File: src/rtl/row_transfer_pkg.sv
// Shared constants, state encoding and word-address composition for the row
// transfer engine and the DDR controller that serves it.
package row_transfer_pkg;

  localparam int WORDS       = 40;
  localparam int WORD_W      = 16;
  localparam int ROW_W       = WORDS * WORD_W;
  localparam int REFRESH_MID = 19;
  localparam int ROW_IDX_W   = 9;
  localparam int K_W         = 6;
  localparam int ADDR_W      = 24;
  localparam int SEL_W       = $clog2(ROW_W);

  localparam logic [K_W-1:0] LAST_K = K_W'(WORDS - 1);
  localparam logic [K_W-1:0] MID_K  = K_W'(REFRESH_MID);

  typedef enum logic [1:0] {
    IDLE  = 2'd0,
    WRITE = 2'd1,
    READ  = 2'd2
  } xfer_state_e;

  // Word address layout: zero-padded top, row index, then word-in-row.
  function automatic logic [ADDR_W-1:0] word_addr(input logic [ROW_IDX_W-1:0] row,
                                                  input logic [K_W-1:0]       k);
    return {{(ADDR_W - ROW_IDX_W - K_W){1'b0}}, row, k};
  endfunction

endpackage

File: src/rtl/row_transfer_if.sv
// Request/response and DDR word-port signals of the row transfer engine.
// master = requester plus memory side (testbench), slave = the engine.
interface row_transfer_if;
  import row_transfer_pkg::*;

  logic                 start;
  logic                 doWrite;
  logic                 doRead;
  logic [ROW_IDX_W-1:0] writeRowIndex;
  logic [ROW_IDX_W-1:0] readRowIndex;
  logic [ROW_W-1:0]     writeRow;
  logic [ROW_W-1:0]     readRow;
  logic                 busy;
  logic                 done;
  logic                 write;
  logic [ADDR_W-1:0]    writeAddress;
  logic [WORD_W-1:0]    writeData;
  logic                 writeAcknowledge;
  logic                 read;
  logic [ADDR_W-1:0]    readAddress;
  logic [WORD_W-1:0]    readData;
  logic                 readAcknowledge;
  logic                 refresh;

  modport master (
    output start, doWrite, doRead, writeRowIndex, readRowIndex, writeRow,
    output writeAcknowledge, readData, readAcknowledge,
    input  readRow, busy, done, write, writeAddress, writeData,
    input  read, readAddress, refresh
  );

  modport slave (
    input  start, doWrite, doRead, writeRowIndex, readRowIndex, writeRow,
    input  writeAcknowledge, readData, readAcknowledge,
    output readRow, busy, done, write, writeAddress, writeData,
    output read, readAddress, refresh
  );

endinterface

File: src/rtl/row_transfer.sv
// Row transfer engine: streams one 40-word row out to and/or in from the DDR
// word port, issuing refresh permits at phase entry, mid-row and row end.
module row_transfer
  import row_transfer_pkg::*;
(
  input  logic          clk,
  input  logic          rst,
  row_transfer_if.slave bus
);

  xfer_state_e          r_state, w_state_nxt;
  logic [K_W-1:0]       r_k, w_k_nxt, w_k_inc;
  logic [ROW_IDX_W-1:0] r_wr_row, w_wr_row_nxt;
  logic [ROW_IDX_W-1:0] r_rd_row, w_rd_row_nxt;
  logic                 r_rd_pend, w_rd_pend_nxt;
  logic [ROW_W-1:0]     r_snap, w_snap_nxt;
  logic [ROW_W-1:0]     r_read_row, w_read_row_nxt;
  logic                 r_write, w_write_nxt;
  logic                 r_read, w_read_nxt;
  logic                 r_refresh, w_refresh_nxt;
  logic                 r_done, w_done_nxt;
  logic                 r_busy, w_busy_nxt;
  logic [ADDR_W-1:0]    r_write_addr, w_write_addr_nxt;
  logic [ADDR_W-1:0]    r_read_addr, w_read_addr_nxt;
  logic [WORD_W-1:0]    r_write_data, w_write_data_nxt;
  logic [SEL_W-1:0]     w_cur_sel, w_inc_sel;
  logic                 w_last, w_mid;

  assign w_k_inc    = r_k + K_W'(1);
  assign w_cur_sel  = SEL_W'(r_k) * SEL_W'(WORD_W);
  assign w_inc_sel  = SEL_W'(w_k_inc) * SEL_W'(WORD_W);
  assign w_last     = (r_k == LAST_K);
  assign w_mid      = (r_k == MID_K);
  assign w_busy_nxt = (w_state_nxt != IDLE);

  // Next-state and next-output logic; every output is re-registered each cycle.
  always_comb begin
    w_state_nxt      = r_state;
    w_k_nxt          = r_k;
    w_wr_row_nxt     = r_wr_row;
    w_rd_row_nxt     = r_rd_row;
    w_rd_pend_nxt    = r_rd_pend;
    w_snap_nxt       = r_snap;
    w_read_row_nxt   = r_read_row;
    w_write_addr_nxt = r_write_addr;
    w_read_addr_nxt  = r_read_addr;
    w_write_data_nxt = r_write_data;
    w_write_nxt      = 1'b0;
    w_read_nxt       = 1'b0;
    w_refresh_nxt    = 1'b0;
    w_done_nxt       = 1'b0;
    case (r_state)
      IDLE: begin
        if (bus.start) begin
          w_wr_row_nxt  = bus.writeRowIndex;
          w_rd_row_nxt  = bus.readRowIndex;
          w_rd_pend_nxt = bus.doRead;
          w_snap_nxt    = bus.writeRow;
          w_k_nxt       = K_W'(0);
          if (bus.doWrite) begin
            w_state_nxt      = WRITE;
            w_write_nxt      = 1'b1;
            w_write_addr_nxt = word_addr(bus.writeRowIndex, K_W'(0));
            w_write_data_nxt = bus.writeRow[WORD_W-1:0];
            w_refresh_nxt    = 1'b1;
          end else if (bus.doRead) begin
            w_state_nxt     = READ;
            w_read_nxt      = 1'b1;
            w_read_addr_nxt = word_addr(bus.readRowIndex, K_W'(0));
            w_refresh_nxt   = 1'b1;
          end else begin
            w_done_nxt = 1'b1;
          end
        end else begin
          w_state_nxt = IDLE;
        end
      end
      WRITE: begin
        w_write_nxt = 1'b1;
        if (bus.writeAcknowledge) begin
          if (w_last) begin
            // Row-end refresh and read-entry refresh coincide into one pulse.
            w_write_nxt   = 1'b0;
            w_refresh_nxt = 1'b1;
            w_k_nxt       = K_W'(0);
            if (r_rd_pend) begin
              w_state_nxt     = READ;
              w_read_nxt      = 1'b1;
              w_read_addr_nxt = word_addr(r_rd_row, K_W'(0));
            end else begin
              w_state_nxt = IDLE;
              w_done_nxt  = 1'b1;
            end
          end else begin
            w_k_nxt          = w_k_inc;
            w_write_addr_nxt = word_addr(r_wr_row, w_k_inc);
            w_write_data_nxt = r_snap[w_inc_sel +: WORD_W];
            w_refresh_nxt    = w_mid;
          end
        end else begin
          w_state_nxt = WRITE;
        end
      end
      READ: begin
        w_read_nxt = 1'b1;
        if (bus.readAcknowledge) begin
          w_read_row_nxt[w_cur_sel +: WORD_W] = bus.readData;
          if (w_last) begin
            w_read_nxt    = 1'b0;
            w_refresh_nxt = 1'b1;
            w_k_nxt       = K_W'(0);
            w_state_nxt   = IDLE;
            w_done_nxt    = 1'b1;
          end else begin
            w_k_nxt         = w_k_inc;
            w_read_addr_nxt = word_addr(r_rd_row, w_k_inc);
            w_refresh_nxt   = w_mid;
          end
        end else begin
          w_state_nxt = READ;
        end
      end
      default: begin
        w_state_nxt = IDLE;
      end
    endcase
  end

  // State and output registers with synchronous active-low reset.
  always_ff @(posedge clk) begin
    if (!rst) begin
      r_state      <= IDLE;
      r_k          <= K_W'(0);
      r_wr_row     <= ROW_IDX_W'(0);
      r_rd_row     <= ROW_IDX_W'(0);
      r_rd_pend    <= 1'b0;
      r_snap       <= ROW_W'(0);
      r_read_row   <= ROW_W'(0);
      r_write      <= 1'b0;
      r_read       <= 1'b0;
      r_refresh    <= 1'b0;
      r_done       <= 1'b0;
      r_busy       <= 1'b0;
      r_write_addr <= ADDR_W'(0);
      r_read_addr  <= ADDR_W'(0);
      r_write_data <= WORD_W'(0);
    end else begin
      r_state      <= w_state_nxt;
      r_k          <= w_k_nxt;
      r_wr_row     <= w_wr_row_nxt;
      r_rd_row     <= w_rd_row_nxt;
      r_rd_pend    <= w_rd_pend_nxt;
      r_snap       <= w_snap_nxt;
      r_read_row   <= w_read_row_nxt;
      r_write      <= w_write_nxt;
      r_read       <= w_read_nxt;
      r_refresh    <= w_refresh_nxt;
      r_done       <= w_done_nxt;
      r_busy       <= w_busy_nxt;
      r_write_addr <= w_write_addr_nxt;
      r_read_addr  <= w_read_addr_nxt;
      r_write_data <= w_write_data_nxt;
    end
  end

  assign bus.readRow      = r_read_row;
  assign bus.busy         = r_busy;
  assign bus.done         = r_done;
  assign bus.write        = r_write;
  assign bus.writeAddress = r_write_addr;
  assign bus.writeData    = r_write_data;
  assign bus.read         = r_read;
  assign bus.readAddress  = r_read_addr;
  assign bus.refresh      = r_refresh;

endmodule
File: src/flat_wrapper.sv
// flat-port wrapper written by rule: the top's interface ports become plain ports
module row_transfer_flat import row_transfer_pkg::*;
  (clk, rst, bus_start, bus_doWrite, bus_doRead, bus_writeRowIndex, bus_readRowIndex, bus_writeRow, bus_writeAcknowledge, bus_readData, bus_readAcknowledge, bus_readRow, bus_busy, bus_done, bus_write, bus_writeAddress, bus_writeData, bus_read, bus_readAddress, bus_refresh);
  row_transfer_if bus_i ();
  input  logic clk;
  input  logic rst;
  input wire logic [$bits(bus_i.start)-1:0] bus_start;
  input wire logic [$bits(bus_i.doWrite)-1:0] bus_doWrite;
  input wire logic [$bits(bus_i.doRead)-1:0] bus_doRead;
  input wire logic [$bits(bus_i.writeRowIndex)-1:0] bus_writeRowIndex;
  input wire logic [$bits(bus_i.readRowIndex)-1:0] bus_readRowIndex;
  input wire logic [$bits(bus_i.writeRow)-1:0] bus_writeRow;
  input wire logic [$bits(bus_i.writeAcknowledge)-1:0] bus_writeAcknowledge;
  input wire logic [$bits(bus_i.readData)-1:0] bus_readData;
  input wire logic [$bits(bus_i.readAcknowledge)-1:0] bus_readAcknowledge;
  output wire logic [$bits(bus_i.readRow)-1:0] bus_readRow;
  output wire logic [$bits(bus_i.busy)-1:0] bus_busy;
  output wire logic [$bits(bus_i.done)-1:0] bus_done;
  output wire logic [$bits(bus_i.write)-1:0] bus_write;
  output wire logic [$bits(bus_i.writeAddress)-1:0] bus_writeAddress;
  output wire logic [$bits(bus_i.writeData)-1:0] bus_writeData;
  output wire logic [$bits(bus_i.read)-1:0] bus_read;
  output wire logic [$bits(bus_i.readAddress)-1:0] bus_readAddress;
  output wire logic [$bits(bus_i.refresh)-1:0] bus_refresh;
  assign bus_i.start = bus_start;
  assign bus_i.doWrite = bus_doWrite;
  assign bus_i.doRead = bus_doRead;
  assign bus_i.writeRowIndex = bus_writeRowIndex;
  assign bus_i.readRowIndex = bus_readRowIndex;
  assign bus_i.writeRow = bus_writeRow;
  assign bus_i.writeAcknowledge = bus_writeAcknowledge;
  assign bus_i.readData = bus_readData;
  assign bus_i.readAcknowledge = bus_readAcknowledge;
  assign bus_readRow = bus_i.readRow;
  assign bus_busy = bus_i.busy;
  assign bus_done = bus_i.done;
  assign bus_write = bus_i.write;
  assign bus_writeAddress = bus_i.writeAddress;
  assign bus_writeData = bus_i.writeData;
  assign bus_read = bus_i.read;
  assign bus_readAddress = bus_i.readAddress;
  assign bus_refresh = bus_i.refresh;
  row_transfer u_core (.clk(clk), .rst(rst), .bus(bus_i));
endmodule
File: config.mk
export PLATFORM = sky130hd
export DESIGN_NAME = row_transfer_flat
export DESIGN_NICKNAME = d
export VERILOG_FILES = /design/src/rtl/row_transfer_pkg.sv /design/src/rtl/row_transfer_if.sv /design/src/rtl/row_transfer.sv /design/src/flat_wrapper.sv
export SDC_FILE = /design/constraint.sdc
export NUM_CORES = 2
export LEC_CHECK = 0
export CAP_MARGIN = 20
export CORE_AREA = 2 2 534 536
export CTS_BUF_LIST = sky130_fd_sc_hd__clkbuf_4 sky130_fd_sc_hd__clkbuf_8 sky130_fd_sc_hd__clkbuf_16
export DETAILED_ROUTE_END_ITERATION = 8
export DIE_AREA = 0 0 536 538
export GPL_TIMING_DRIVEN = 1
export PLACE_DENSITY_LB_ADDON = 0.1
export SKIP_CTS_REPAIR_TIMING = 1
export SYNTH_ARGS = -nofsm -noshare
export SYNTH_HDL_FRONTEND = slang
export SYNTH_SLANG_ARGS = --single-unit
File: constraint.sdc
create_clock -name clk -period 9.1 [get_ports clk]
set_input_delay 1.82 -clock clk [delete_from_list [all_inputs] [get_ports clk]]
set_output_delay 1.82 -clock clk [all_outputs]
set_load 0.005 [all_outputs]
; ---- Word level (Yosys, flattened, before mapping)
; Index checks and enable logic that the tools add are counted.
[op_classes]
n_addsub = 2
n_eq_ne = 14
shift = 3
muxes = 62
n_reduce_logical = 9
[ops]
columns = cell, count
row1 = bitwise mux 640 bit, 1
row2 = variable shift 16 x 12 -> 640 bit (first input constant), 1
row3 = indexed part select 16 x 12 -> 640 bit, 1
row4 = indexed part select 640 x 11 -> 16 bit, 1
row5 = 2-to-1 mux 24 bit, 12
row6 = case mux 24 bit (3 select lines), 1
row7 = 2-to-1 mux 16 bit, 4
row8 = case mux 24 bit (2 select lines), 1
row9 = case mux 16 bit (2 select lines), 1
row10 = 2-to-1 mux 1 bit, 24
row11 = 2-to-1 mux 6 bit, 4
row12 = case mux 6 bit (3 select lines), 1
row13 = 2-to-1 mux 2 bit, 8
row14 = inequality test 2 bit (second input constant), 8
row15 = negator 10 -> 12 bit, 1
row16 = case mux 1 bit (3 select lines), 3
row17 = AND reduction 9 bit, 1
row18 = adder 6 x 1 -> 6 bit (second input constant), 1
row19 = == test 6 x 5 -> 1 bit (second input constant), 1
row20 = == test 6 bit (second input constant), 1
row21 = case mux 2 bit (3 select lines), 1
row22 = AND reduction 5 bit, 1
row23 = inequality test 2 x 1 -> 1 bit (second input constant), 2
row24 = AND reduction 2 bit, 2
row25 = 7 further kinds, 8
[word_totals]
regBits = 1376
in_bits = 681
out_inout_bits = 709
wordCells = 105

; ---- Longest topological paths before layout
[logic_depth]
depth_word = 5
ltp_mapped = 13

; ---- Least setup slack after synthesis
; OpenSTA, ideal clock, no wires.
[synth_path]
path_type = input-to-reg
startpoint = input bus_readAcknowledge
endpoint = register u_core.r_read_addr[1] (netlist: u_core.bus.readAddress[1])
arrival_ns = 3.645
required_time_ns = 9.030
slack_ns = 5.385
stages = 7
n_path_buf = 2
cell_sequence = nor2b_1 -> or4_1 -> clkbuf_1 -> a2111oi_2 -> clkbuf_1 -> nand3_1 -> a21oi_1
[synth_between]
elab_chain_cells = 2
[synth_lines]
columns = item, line
row1 = "start, declared", flat_wrapper.sv:15  ; input wire logic [$bits(bus_i.readAcknowledge)-1:0] bus_readAcknowledge;
row2 = inequality test 2 bit (no source line), -
row3 = AND reduction 9 bit (no source line), -
row4 = "end signal, assigned", row_transfer.sv:161  ; r_read_addr <= w_read_addr_nxt;
row5 = "end, declared", row_transfer.sv:24  ; logic [ADDR_W-1:0] r_read_addr, w_read_addr_nxt;
; Every way passes these cells.
; A chain may end at the register's enable or synchronous reset.

; ---- Worst setup path after layout
[layout_path]
startpoint = register u_core.r_k[0]
endpoint = register u_core.r_write_data[8] (netlist: u_core.bus.writeData[8])
[layout_between]
elab_chain_cells = 5
word_cells_on_any_way = 8
[layout_lines]
columns = item, line
row1 = "start, declared", row_transfer.sv:12  ; logic [K_W-1:0] r_k, w_k_nxt, w_k_inc;
row2 = "start signal, assigned", row_transfer.sv:149  ; r_k <= w_k_nxt;
row3 = adder 6 x 1 -> 6 bit, row_transfer.sv:29  ; assign w_k_inc = r_k + K_W'(1);
row4 = indexed part select 640 x 11 -> 16 bit, row_transfer.sv:97  ; w_write_data_nxt = r_snap[w_inc_sel +: WORD_W];
row5 = 2-to-1 mux 16 bit, row_transfer.sv:81  ; if (w_last) begin
row6 = 2-to-1 mux 16 bit, row_transfer.sv:80  ; if (bus.writeAcknowledge) begin
row7 = case mux 16 bit (2 select lines), row_transfer.sv:52  ; case (r_state)
row8 = "end signal, assigned", row_transfer.sv:162  ; r_write_data <= w_write_data_nxt;
row9 = "end, declared", row_transfer.sv:25  ; logic [WORD_W-1:0] r_write_data, w_write_data_nxt;
; Several ways; a longest one is shown, not always the timed one. The select of a mux whose other input is x is not followed.

==> key figures <==
Route
  – Starting DRT DRC Count: about 3800
  – Residual DRC count: 0
  – Vias/cell: around 4.6
  – DR vias: ~54000
  – Total Wirelength: between 300000 and 400000 um
  – DRT antenna net count: 0
  – DR pass1 iterations: 5
  – Wirelength per Cell: approximately 28 um

Placement
  – Placer Congestion: 0.803
  – Placed cell count: roughly 11000
  – Port bufs: roughly 1400
  – Dpl hpwl: between 200000 and 250000 um

Clocking
  – Clk pin slew, worst setup/hold paths: 0.06 ns
  – Num CTS Buffers: 178
  – CTS Sinks: roughly 1400
  – Clk Latency, worst-skew pair: 0.88 ns
  – Htree depth: 4
  – CTS tree: done
  – Root Driver: clkbuf_16
  – Clock buffer depth: 4

Pwr
  – Pwr per Cell Area: between 150 and 200 mW/mm^2
  – Worst VDD drop: approximately 0.00016 V
  – LEAKAGE: ~27 nW
  – Final Power: 15.3 mW

Worst setup path
  – Startpoint Class: register
  – Crit path capture type: register
  – Crit-path max FO: 56
  – CP required: about 9.8 ns
  – WP data arrival: slightly below 6 ns
  – Kind of critical path: register to register

Synthesis
  – Cell Area, Synth: roughly 0.056 mm^2
  – Ys flop type: dfxtp_1
  – Synth Warn #: 0
  – Unique masters post-synth: 67
  – Post-Synthesis Cells: roughly 6600
  – Synth Area per Inst: ~8.4 um^2
  – Synth area leader: dfxtp_1
  – Post-synth EDFFs: 0
  – Synth top area cells: dfxtp_1, nand2_1, a21oi_1, mux4_2, mux2i_1
  – Sequential area share after synthesis: 0.488
  – Ys async rst share: 0
  – Area share of the largest cell type after synthesis: 0.488
  – Flops & latches, synth: between 1000 and 1500

Job
  – Max Cap Violations: 0

Global routing
  – All-layer global routing usage: 0.214
  – Largest net degree at the start of global routing: 202
  – Initial antenna violation count: 116
  – Global-route wire length before repair: between 400000 and 500000 um
  – GR Overflow Total: 0
  – Number of global-route vias before repair: approximately 52000

STA
  – Unrepaired setup endpoints after global routing: false
  – Slew @ Worst Pin: ~1.3 ns
  – Slew Limit Fails: 0
  – Slew Limit Headroom: 0.151
  – Final Cycle Share: 0.565
  – Worst Clk Skew: about 0.057 ns
  – Fin crit period: between 5 and 6 ns
  – Fmax: roughly 0.19 GHz
  – Final setup TNS: 0 ns
  – Final setup fails: 0
  – Hold Fails Final Rpt: 0

Layout
  – Non-Filler Instances: approximately 12000
  – Share of layout cells above drive strength 1: 0.0877
  – Area delta synth->final: 41.8%
  – Core Util, Final: 0.279
  – Fin nets: between 8000 and 9000

Floorplanning
  – Row cnt: between 150 and 200
  – Boundary Pins: about 1400
  – Core Area: 0.283 mm^2
  – Initial Util: 0.197
  – DIE WIDTH: approximately 540 um
  – Die Y: 538 um
  – Die area: 0.288 mm^2

Min path
  – Hold crit path type: register to register

Status
  – Run status: complete, no violations
## per-stage QoR
step / instance area [um^2] / hold WS [ns] / setup WS [ns]
5_1_grt: 79000 / 0.468 / 3.40
3_5_place_dp: 72900 / 0.445 / 3.48
2_1_floorplan: 55800 / 0.433 / 5.38
4_1_cts: 78900 / 0.451 / 3.40
6_report: 79100 / 0.450 / 3.96
3_3_place_gp: 72700 / 0.439 / 3.34
## cell usage after synthesis, types with 26 or more instances
master / count
a21oi_1: 1138
nor2_1: 53
nand4_1: 117
and3_1: 36
mux4_2: 160
nand2_1: 1753
buf_1: 32
nor3_1: 38
buf_2: 48
dfxtp_1: 1358
nand3_1: 318
o21ai_0: 447
or3_1: 26
clkbuf_1: 563
mux2i_1: 266
## where the power goes
part / internal [mW] / switching (mW)
sequential: 6.18 / 0.145
clock: 4.39 / 2.95
combinational: 0.654 / 0.996
## worst paths after layout
path,from,end,slack [ns],cells after the start
worst max register to register,u_core.r_k[0],u_core.bus.writeData[8],3.96,9
worst max-delay path,u_core.r_k[0],u_core.bus.writeData[8],3.96,9
worst min register to register,u_core.bus.readAddress[2],u_core.bus.readAddress[2],0.45,2
worst min-delay path,u_core.bus.readAddress[2],u_core.bus.readAddress[2],0.45,2
## worst max-delay path: stages (launching register included)
cell	delay, ns
dfxtp_4	0.82
inv_1	0.35
ha_4	0.74
buf_12	0.39
buf_4	0.57
mux4_2	0.64
mux2i_1	0.31
a21oi_1	0.10
a2111oi_0	0.84
o32ai_1	0.15
## cell usage in the layout (no fill, tap or decap), drive strengths merged, types with 26 or more instances in the layout
cell type / synthesis / final
nand2: 1753 / 1753
nand4: 117 / 117
nor2: 53 / 53
mux4: 160 / 160
o21ai: 452 / 452
dfxtp: 1358 / 1358
nand3: 322 / 322
a21oi: 1138 / 1138
o211ai: 26 / 26
nor3: 41 / 41
diode: 0 / 37
mux2i: 266 / 266
clkbuf: 563 / 275
buf: 108 / 141
clkdlybuf4s50: 0 / 1355
or3: 26 / 26
and3: 36 / 36
## registers in the layout, indices dropped and copies added, names as in the netlist, 2 cells and up
signal / flops
u_core.bus.readAddress: 15
u_core.r_state: 2
u_core.r_snap: 640
u_core.r_wr_row: 9
u_core.bus.readRow: 640
u_core.r_rd_row: 9
u_core.bus.writeAddress: 15
u_core.bus.writeData: 16
u_core.r_k: 6
## cells by family (layout without fill, tap and decap cells)
family	after synthesis	count (layout)	share of synthesized area
buf+inv	685	1824	0.0496
fa+ha+maj	7	7	0.00157
compound gates	1704	1704	0.160
other cells	1	55	0.0000673
simple gates	2433	2433	0.187
mux	426	426	0.112
xor+xnor	9	9	0.00141
flops	1358	1358	0.488
## per-layer routing
layer  wire length (um)  track usage  vias up
li1                   -            -    24973
met1             127000        0.248    26345
met2             162000        0.379     1760
met3              24500       0.0638      478
met4               9770       0.0613      114
met5                722            0        -
## cell type report
type	count	area, um^2
clock inverters	39	510
clock buffers	275	5510
well taps	3762	4710
diodes	37	92.6
repair buffers	1496	14900
inverters	14	60.1
fillers	30512	204000
multi-input cells	4597	26100
flip-flops and latches	1358	27200
(Power assumes the default switching activity.)
